===== src/rtl/npc_lsu.sv =====
`timescale 1ns/1ps
// npc_lsu: load/store unit bridging the execute stage to a valid/ready memory bus.
// It keeps one access outstanding, with registered outputs throughout.
// It steers byte lanes, builds write strobes, sign/zero-extends loads, and reports
// misalignment, bus errors and response timeouts.
// Ports:
//   i_clk, i_reset_n       clock and asynchronous active-low reset
//   i_req_* / o_req_ready  core request (we, size, unsigned, addr, wdata)
//   o_resp_* / i_resp_ready  core response (rdata, err), held until accepted
//   o_bus_* / i_bus_ready  bus address phase (we, addr, wdata, wstrb)
//   i_bus_rvalid/rdata/rerr  bus data / write-ack phase
module npc_lsu #(
   parameter int unsigned XLEN    = 32,
   parameter int unsigned AW      = 32,
   parameter int unsigned TIMEOUT = 256
) (
   input  logic                i_clk,
   input  logic                i_reset_n,
   input  logic                i_req_valid,
   output logic                o_req_ready,
   input  logic                i_req_we,
   input  logic [1:0]          i_req_size,
   input  logic                i_req_unsigned,
   input  logic [AW-1:0]       i_req_addr,
   input  logic [XLEN-1:0]     i_req_wdata,
   output logic                o_resp_valid,
   input  logic                i_resp_ready,
   output logic [XLEN-1:0]     o_resp_rdata,
   output logic [1:0]          o_resp_err,
   output logic                o_bus_valid,
   input  logic                i_bus_ready,
   output logic                o_bus_we,
   output logic [AW-1:0]       o_bus_addr,
   output logic [XLEN-1:0]     o_bus_wdata,
   output logic [XLEN/8-1:0]   o_bus_wstrb,
   input  logic                i_bus_rvalid,
   input  logic [XLEN-1:0]     i_bus_rdata,
   input  logic                i_bus_rerr
);

   localparam int unsigned SB   = XLEN / 8;
   localparam int unsigned OB   = $clog2(SB);
   localparam int unsigned TW   = (TIMEOUT < 2) ? 1 : $clog2(TIMEOUT + 1);
   localparam int unsigned TLIM = (TIMEOUT < 2) ? 1 : TIMEOUT - 1;

   localparam logic [1:0] ERR_OK       = 2'd0;
   localparam logic [1:0] ERR_MISALIGN = 2'd1;
   localparam logic [1:0] ERR_BUS      = 2'd2;
   localparam logic [1:0] ERR_TIMEOUT  = 2'd3;

   typedef enum logic [1:0] {S_IDLE, S_ADDR, S_DATA, S_RESP} state_t;

   state_t              r_state;
   logic                r_req_ready;
   logic                r_resp_valid;
   logic [XLEN-1:0]     r_resp_rdata;
   logic [1:0]          r_resp_err;
   logic                r_bus_valid;
   logic                r_bus_we;
   logic [AW-1:0]       r_bus_addr;
   logic [XLEN-1:0]     r_bus_wdata;
   logic [SB-1:0]       r_bus_wstrb;
   logic [TW-1:0]       r_cnt;
   logic [OB-1:0]       r_offset;
   logic [1:0]          r_size;
   logic                r_unsigned;

   logic [OB-1:0]       w_offset;
   logic [2:0]          w_amask;
   logic [7:0]          w_smask8;
   logic                w_illegal;
   logic [SB-1:0]       w_wstrb;
   logic [XLEN-1:0]     w_wdata;
   logic [AW-1:0]       w_bus_addr;
   logic [XLEN-1:0]     w_lane;
   logic [XLEN-1:0]     w_load;
   logic [TW-1:0]       w_cnt_inc;
   logic                w_expire;

   // Request decode: alignment mask and byte-strobe pattern per access size
   always_comb begin
      w_amask  = 3'b000;
      w_smask8 = 8'h01;
      case (i_req_size)
         2'd0:    begin w_amask = 3'b000; w_smask8 = 8'h01; end
         2'd1:    begin w_amask = 3'b001; w_smask8 = 8'h03; end
         2'd2:    begin w_amask = 3'b011; w_smask8 = 8'h0F; end
         default: begin w_amask = 3'b111; w_smask8 = 8'hFF; end
      endcase
   end

   assign w_offset   = i_req_addr[OB-1:0];
   assign w_illegal  = (|(i_req_addr[2:0] & w_amask)) |
                       ((i_req_size == 2'd3) & (XLEN == 32));
   assign w_wstrb    = i_req_we ? (SB'(w_smask8) << w_offset) : '0;
   assign w_wdata    = i_req_wdata << {w_offset, 3'b000};
   assign w_bus_addr = {i_req_addr[AW-1:OB], OB'(0)};

   // Load path: shift the addressed lane down, then extend to XLEN
   assign w_lane = i_bus_rdata >> {r_offset, 3'b000};

   always_comb begin
      w_load = w_lane;
      case (r_size)
         2'd0:    w_load = r_unsigned ? XLEN'(w_lane[7:0])  : XLEN'($signed(w_lane[7:0]));
         2'd1:    w_load = r_unsigned ? XLEN'(w_lane[15:0]) : XLEN'($signed(w_lane[15:0]));
         2'd2:    w_load = r_unsigned ? XLEN'(w_lane[31:0]) : XLEN'($signed(w_lane[31:0]));
         default: w_load = w_lane;
      endcase
   end

   // The first ADDR cycle counts as cycle 1 after acceptance, so expiry
   // puts resp_valid exactly TIMEOUT cycles after the accepting edge.
   assign w_cnt_inc = r_cnt + TW'(1);
   assign w_expire  = (TIMEOUT != 0) && (w_cnt_inc == TW'(TLIM));

   // Access sequencer with all outputs registered
   always_ff @(posedge i_clk or negedge i_reset_n) begin
      if (!i_reset_n) begin
         r_state      <= S_IDLE;
         r_req_ready  <= 1'b1;
         r_resp_valid <= 1'b0;
         r_resp_rdata <= '0;
         r_resp_err   <= ERR_OK;
         r_bus_valid  <= 1'b0;
         r_bus_we     <= 1'b0;
         r_bus_addr   <= '0;
         r_bus_wdata  <= '0;
         r_bus_wstrb  <= '0;
         r_cnt        <= '0;
         r_offset     <= '0;
         r_size       <= 2'd0;
         r_unsigned   <= 1'b0;
      end else begin
         case (r_state)
            S_IDLE: begin
               if (i_req_valid) begin
                  r_req_ready <= 1'b0;
                  r_cnt       <= '0;
                  r_offset    <= w_offset;
                  r_size      <= i_req_size;
                  r_unsigned  <= i_req_unsigned;
                  if (w_illegal) begin
                     r_state      <= S_RESP;
                     r_resp_valid <= 1'b1;
                     r_resp_err   <= ERR_MISALIGN;
                     r_resp_rdata <= '0;
                  end else begin
                     r_state     <= S_ADDR;
                     r_bus_valid <= 1'b1;
                     r_bus_we    <= i_req_we;
                     r_bus_addr  <= w_bus_addr;
                     r_bus_wdata <= w_wdata;
                     r_bus_wstrb <= w_wstrb;
                  end
               end
            end
            S_ADDR: begin
               r_cnt <= w_cnt_inc;
               if (w_expire) begin
                  r_bus_valid  <= 1'b0;
                  r_state      <= S_RESP;
                  r_resp_valid <= 1'b1;
                  r_resp_err   <= ERR_TIMEOUT;
                  r_resp_rdata <= '0;
               end else if (i_bus_ready) begin
                  r_bus_valid <= 1'b0;
                  r_state     <= S_DATA;
               end
            end
            S_DATA: begin
               r_cnt <= w_cnt_inc;
               // A response in the expiry cycle takes priority over the timeout
               if (i_bus_rvalid) begin
                  r_state      <= S_RESP;
                  r_resp_valid <= 1'b1;
                  r_resp_err   <= i_bus_rerr ? ERR_BUS : ERR_OK;
                  r_resp_rdata <= (i_bus_rerr || r_bus_we) ? '0 : w_load;
               end else if (w_expire) begin
                  r_state      <= S_RESP;
                  r_resp_valid <= 1'b1;
                  r_resp_err   <= ERR_TIMEOUT;
                  r_resp_rdata <= '0;
               end
            end
            default: begin
               if (i_resp_ready) begin
                  r_resp_valid <= 1'b0;
                  r_req_ready  <= 1'b1;
                  r_state      <= S_IDLE;
               end
            end
         endcase
      end
   end

   assign o_req_ready  = r_req_ready;
   assign o_resp_valid = r_resp_valid;
   assign o_resp_rdata = r_resp_rdata;
   assign o_resp_err   = r_resp_err;
   assign o_bus_valid  = r_bus_valid;
   assign o_bus_we     = r_bus_we;
   assign o_bus_addr   = r_bus_addr;
   assign o_bus_wdata  = r_bus_wdata;
   assign o_bus_wstrb  = r_bus_wstrb;

endmodule


===== config.mk =====
export PLATFORM = sky130hd
export DESIGN_NAME = npc_lsu
export DESIGN_NICKNAME = d
export VERILOG_FILES = /design/src/rtl/npc_lsu.sv
export SDC_FILE = /design/constraint.sdc
export NUM_CORES = 1
export LEC_CHECK = 0
export ABC_AREA = 1
export CAP_MARGIN = 20
export CORE_AREA = 2 2 127 129
export DETAILED_ROUTE_END_ITERATION = 10
export DIE_AREA = 0 0 129 131
export DONT_BUFFER_PORTS = 1
export PLACE_DENSITY_LB_ADDON = 0.12
export SLEW_MARGIN = 0
export SYNTH_ARGS = -nofsm -noshare
export SYNTH_HDL_FRONTEND = slang
export SYNTH_SLANG_ARGS = --single-unit

===== constraint.sdc =====
create_clock -name i_clk -period 2.94 [get_ports i_clk]
set_input_delay 0 -clock i_clk [delete_from_list [all_inputs] [get_ports i_clk]]
set_output_delay 0 -clock i_clk [all_outputs]
set_load 0.005 [all_outputs]

# Word-level counts from Yosys, hierarchy flattened
# Cells that the tools add are included.
[word_totals] elab_cells=95 register_bits=120 output_inout_bits=106 input_bits=107
[op_classes] n_eq_ne=12 n_reduce_logical=19 n_bitwise=4 shifts=3 addsub=1 muxes=42
[op_table] operator="$mux 32" count=7
[op_table] operator="$pmux 32 s3" count=1
[op_table] operator="$pmux 32 s2" count=1
[op_table] operator="$shl 32x5->32" count=1
[op_table] operator="$shr 32x5->32" count=1
[op_table] operator="$mux 2" count=12
[op_table] operator="$pmux 9 s2" count=1
[op_table] operator="$pmux 2 s3" count=2
[op_table] operator="$pmux 4 s3" count=1
[op_table] operator="$reduce_and 3->1" count=4
[op_table] operator="$mux 1" count=11
[op_table] operator="$add 9x1->9 const B" count=1
[op_table] operator="$eq 9x8->1 const B" count=1
[op_table] operator="$mux 9" count=1
[op_table] operator="$pmux 3 s3" count=1
[op_table] operator="$reduce_and 4->1" count=2
[op_table] operator="$eq 2x1->1 const B" count=3
[op_table] operator="$eq 2x2->1 const B" count=3
[op_table] operator="$logic_not 2->1" count=3
[op_table] operator="$ne 2x2->1 const B" count=3
[op_table] operator="$ne 3x3->1 const B" count=2
[op_table] operator="$reduce_bool 2->1" count=3
[op_table] operator="$mux 4" count=1
[op_table] operator="$pmux 1 s2" count=2
[op_table] operator="11 further kinds" count=13

# Longest topological paths before layout
[logic_depth] ltp_word=8 depth_mapped=15 mapped_depth_nobuf=14

# Worst setup path after synthesis
# No wires, ideal clock.
[synth_path] kind="register -> register" from="register r_state[0]" to="register r_resp_rdata[10], in the netlist o_resp_rdata[10]" arrival_ns=1.660 path_slack_ns=1.164 required_time_ns=2.823 path_buffers=1 path_stages_with_launch=10 setup_ns=0.117 synth_period_minus_slack_ns=1.776 cell_sequence="dfrtp_1 -> inv_1 -> ha_1 -> inv_2 -> nor2_1 -> nor2_1 -> clkbuf_1 -> a21oi_1 -> nand2_1 -> nand2_1"
[synth_between] elab_chain_cells=3 word_cells_on_any_way=8 cone_classes="eq/ne: 4; mux: 1; reduce/logical: 3"
[synth_lines] item="start, declared" line_no="53" text="state_t r_state;"
[synth_lines] item="start signal, assigned" line_no="120" text="r_state <= S_IDLE;"
[synth_lines] item="start signal, assigned" line_no="144" text="r_state <= S_RESP;"
[synth_lines] item="start signal, assigned" line_no="149" text="r_state <= S_ADDR;"
[synth_lines] item="$eq 2x2->1, or another cell as far along" line_no="135" text="case (r_state)"
[synth_lines] item="$reduce_bool 3->1 (no source line) or $ne 2x2->1 (tied branches)"
[synth_lines] item="$reduce_and 3->1 (no source line)"
[synth_lines] item="end signal, assigned" line_no="178" text="r_resp_rdata <= (i_bus_rerr || r_bus_we) ? '0 : w_load;"
[synth_lines] item="end, declared" line_no="56" text="logic [XLEN-1:0] r_resp_rdata;"
# Several ways; a longest one is shown, not always the timed one.
# A chain may end at the register's enable or synchronous reset.

# Worst setup path after layout
[layout_path] from="register r_state[0]" to="register r_resp_rdata[1], in the netlist o_resp_rdata[1]"
# The elaborated chain is that of the path after synthesis.

==> results.md <==
* Status: complete, but fails checks
* Violated checks: negative hold slack
* Pwr Total at 8.19 mW
* Final worst slack at 0.186 ns
* CP Capture Point: o_resp_rdata[1]
* DR vias at 6659
* Tmin final at 2.75 ns
* Die Y-Extent at 131 um
* Sequential cell area at 3000 um2
* Clock Skews at 0.00746 ns
* First-pass GRT wire length at 33400 um
* # fillers at 1481
* Worst R2R Setup Slack at 0.19 ns
* Critical path launch point type: flop
* Port bufs at 0
* Layer with the highest usage: met2
* Max_cap viols at 0
* Area of the multi-input gates at 3420 um2
* DRT Pass-1 Iters at 5
* Post-synthesis instance total at 994
* Vias per cell at 5.16
* Commonest non-fill, non-tap cell in the layout: nand2_1
* Rows at 46
* Setup CP Type: reg2reg
* I/O pin total at 213
* CTS Buf Count at 17
* Highest Clock Rate at 363 MHz
* CP arrival at 3.09 ns
* Final net count at 1175
* Most frequent cells in the layout: 468 x nand2_1, 119 x dfrtp_1, 90 x dlygate4sd3_1
* Sequential fraction of the synthesis area at 43.8%
* Starting Density at 44.0%
* Type of the most critical hold path: in2reg
* CTS tree: done
* Final Max Slew Viols at 0
* Layout cells sized above 1 at 7.17%
* Synth cell types at 30
* Crit share post-route at 93.7%
* Final ANT Viol Nets at 0
* Max Fanout on Critical Path at 17
* Core Region at 15600 um2
* Mapped Area at 6860 um2
* DRT iter0 DRCs at 324
* Hold Vio Cnt, Final at 1
* Setup crit end kind: flop
* Overall routing resource usage at 25.2%
* Largest net degree at the start of global routing at 121
* GRT met3 Usage at 7.90%
* Number of synthesized flops with an enable pin at 0
* Die Area at 16900 um2
* WHS at -0.00423 ns
* Grt ovf at 0
* CTS sink cnt at 120
* Wire length per cell at 16.2 um
* Vias in the first global route at 6338
* Area delta synth->final at 25.0%
* Met1 GRT Util at 32.7%
* Core Util, Final at 54.9%
* R2r endpoint: o_resp_rdata[1]
* Crit path from: r_state[0]
* Setup violators final at 0
* GR Util met2 at 40.8%
* Antenna violations before repair at 1
* Critical R2R Launch: r_state[0]
* Routed Wire Length at 20900 um
* Max_slew headroom at 40.1%
* Worst-margin pin slew at 0.896 ns
* YS warnings at 0
* Worst slack, placed at 0.655 ns
* WP data required at 3.28 ns
* Pwr/cell area at 956 nW/um2
* H-tree Lvls at 4
* HPWL after detailed placement at 13900 um
* Top_reg_cell synth: dfrtp_1
* Clk Latency, worst-skew pair at 0.41 ns
* CTS max path bufs at 2
* Drc violations at 0
* Post-synth ARST share at 100%
* Leakage Power at 4.16 nW
* Clock transition at path regs at 0.06 ns
* Maximum vdd drop at 471 uV
* GPL Wtd Cong at 0.854
* Chip width at 129 um
* #FFs+latches synth at 120
* Reg2Reg Depth at 12
* Syn_area_per_cell at 6.90 um2
* Clock tree root buffer cell: clkbuf_16
[what timing repair did]
action	CTS	global route
setup endpoints to repair	0	2
setup buffers	0	2
hold buffers	91	0
endpoints found under the hold margin	200	0
gates resized for setup	0	5
[state kept, by name, summed over array words and instances, names as in the netlist]
| name | count |
|---|---|
| o_resp_valid | 1 |
| r_size | 2 |
| o_resp_rdata | 32 |
| o_bus_valid | 1 |
| o_bus_wdata | 32 |
| o_resp_err | 2 |
| r_offset | 2 |
| r_cnt | 9 |
| r_state | 2 |
| o_bus_we | 1 |
| r_unsigned | 1 |
| o_bus_addr | 30 |
| o_req_ready | 1 |
| o_bus_wstrb | 4 |
[metal layers]
layer	part of all wire, %	wire, um
met3	8.1	1700
met2	47	9770
met5	0	0
met1	44	9200
met4	1.3	276
[Yosys cell counts, types with 8 or more instances]
cell | n | share of area, %
o31ai_1 | 9 | 0.99
a31oi_1 | 9 | 0.82
nor2_1 | 32 | 1.8
inv_2 | 10 | 0.55
inv_1 | 32 | 1.8
buf_2 | 21 | 1.5
o21ai_1 | 9 | 0.66
nand3_1 | 44 | 3.2
dfrtp_1 | 119 | 43
o21ai_0 | 85 | 6.2
nand2_1 | 469 | 26
a21oi_1 | 71 | 5.2
or2_2 | 8 | 0.73
clkbuf_1 | 28 | 1.5
nor3_1 | 8 | 0.58
[logic make-up after synthesis]
| family | Yosys count | share of synthesized area, % |
|---|---|---|
| AOI/OAI and AO/OA | 193 | 14.9 |
| buffers and inverters | 102 | 6.63 |
| DFF | 120 | 43.8 |
| and+or+nand+nor | 571 | 33.4 |
| adders and majority gates | 6 | 1.10 |
| xor gates and xnor gates | 1 | 0.128 |
| other | 1 | 0.0547 |
[where the power goes]
part / internal (mW) / leakage [nW] / switching [mW]
Sequential: 2.26 / 1.57 / 0.654
Combinational: 1.03 / 2.28 / 1.98
Clock: 1.53 / 0.316 / 0.734
[critical path, cell delays in order (launching register included)]
cell and delay [ns]:
dfrtp_1 0.41, inv_1 0.14, ha_4 0.17, inv_2 0.04, buf_4 0.18, nor2_2 0.12
buf_6 0.12, nand2_1 0.06, a21oi_1 0.12, dlygate4sd3_1 0.56, o21ai_0 0.08, dlygate4sd3_1 0.58
o21ai_1 0.11
[cell type report]
cell class                      instances  area share (%)
Timing Repair Buffer                  107            12.4
Antenna cell                            1          0.0292
Clock inverter                          7            1.62
Inverter                               43            1.88
Multi-Input combinational cell        773            40.0
Tap cell                              216            3.15
Clock buffer                           24            5.86
Sequential cell                       120            35.1
[worst min path at each step]
stage	endpoint	cells past startpoint	from
floorplan	o_bus_addr[10]	0	i_reset_n
global placement	o_bus_wstrb[3]	0	i_reset_n
detailed placement	r_offset[0]	0	i_reset_n
CTS	o_bus_wdata[10]	2	i_req_wdata[10]
global route	o_bus_wdata[24]	4	i_req_wdata[8]
finish	o_bus_wdata[25]	4	i_req_addr[0]
[per-stage QoR]
stage / std cells / instance area [um2] / hold slack (ns) / TNS (ns)
floorplan: 995 / 6860 / -0.296 / 0
global placement: 1166 / 6960 / -0.289 / 0
detailed placement: 1166 / 6960 / -0.288 / 0
CTS: 1288 / 8530 / 0.000214 / 0
global route: 1291 / 8570 / 0.0381 / -0.0430
finish: 1291 / 8570 / -0.00423 / 0
No activity file was read; power rests on OpenSTA's default activity.
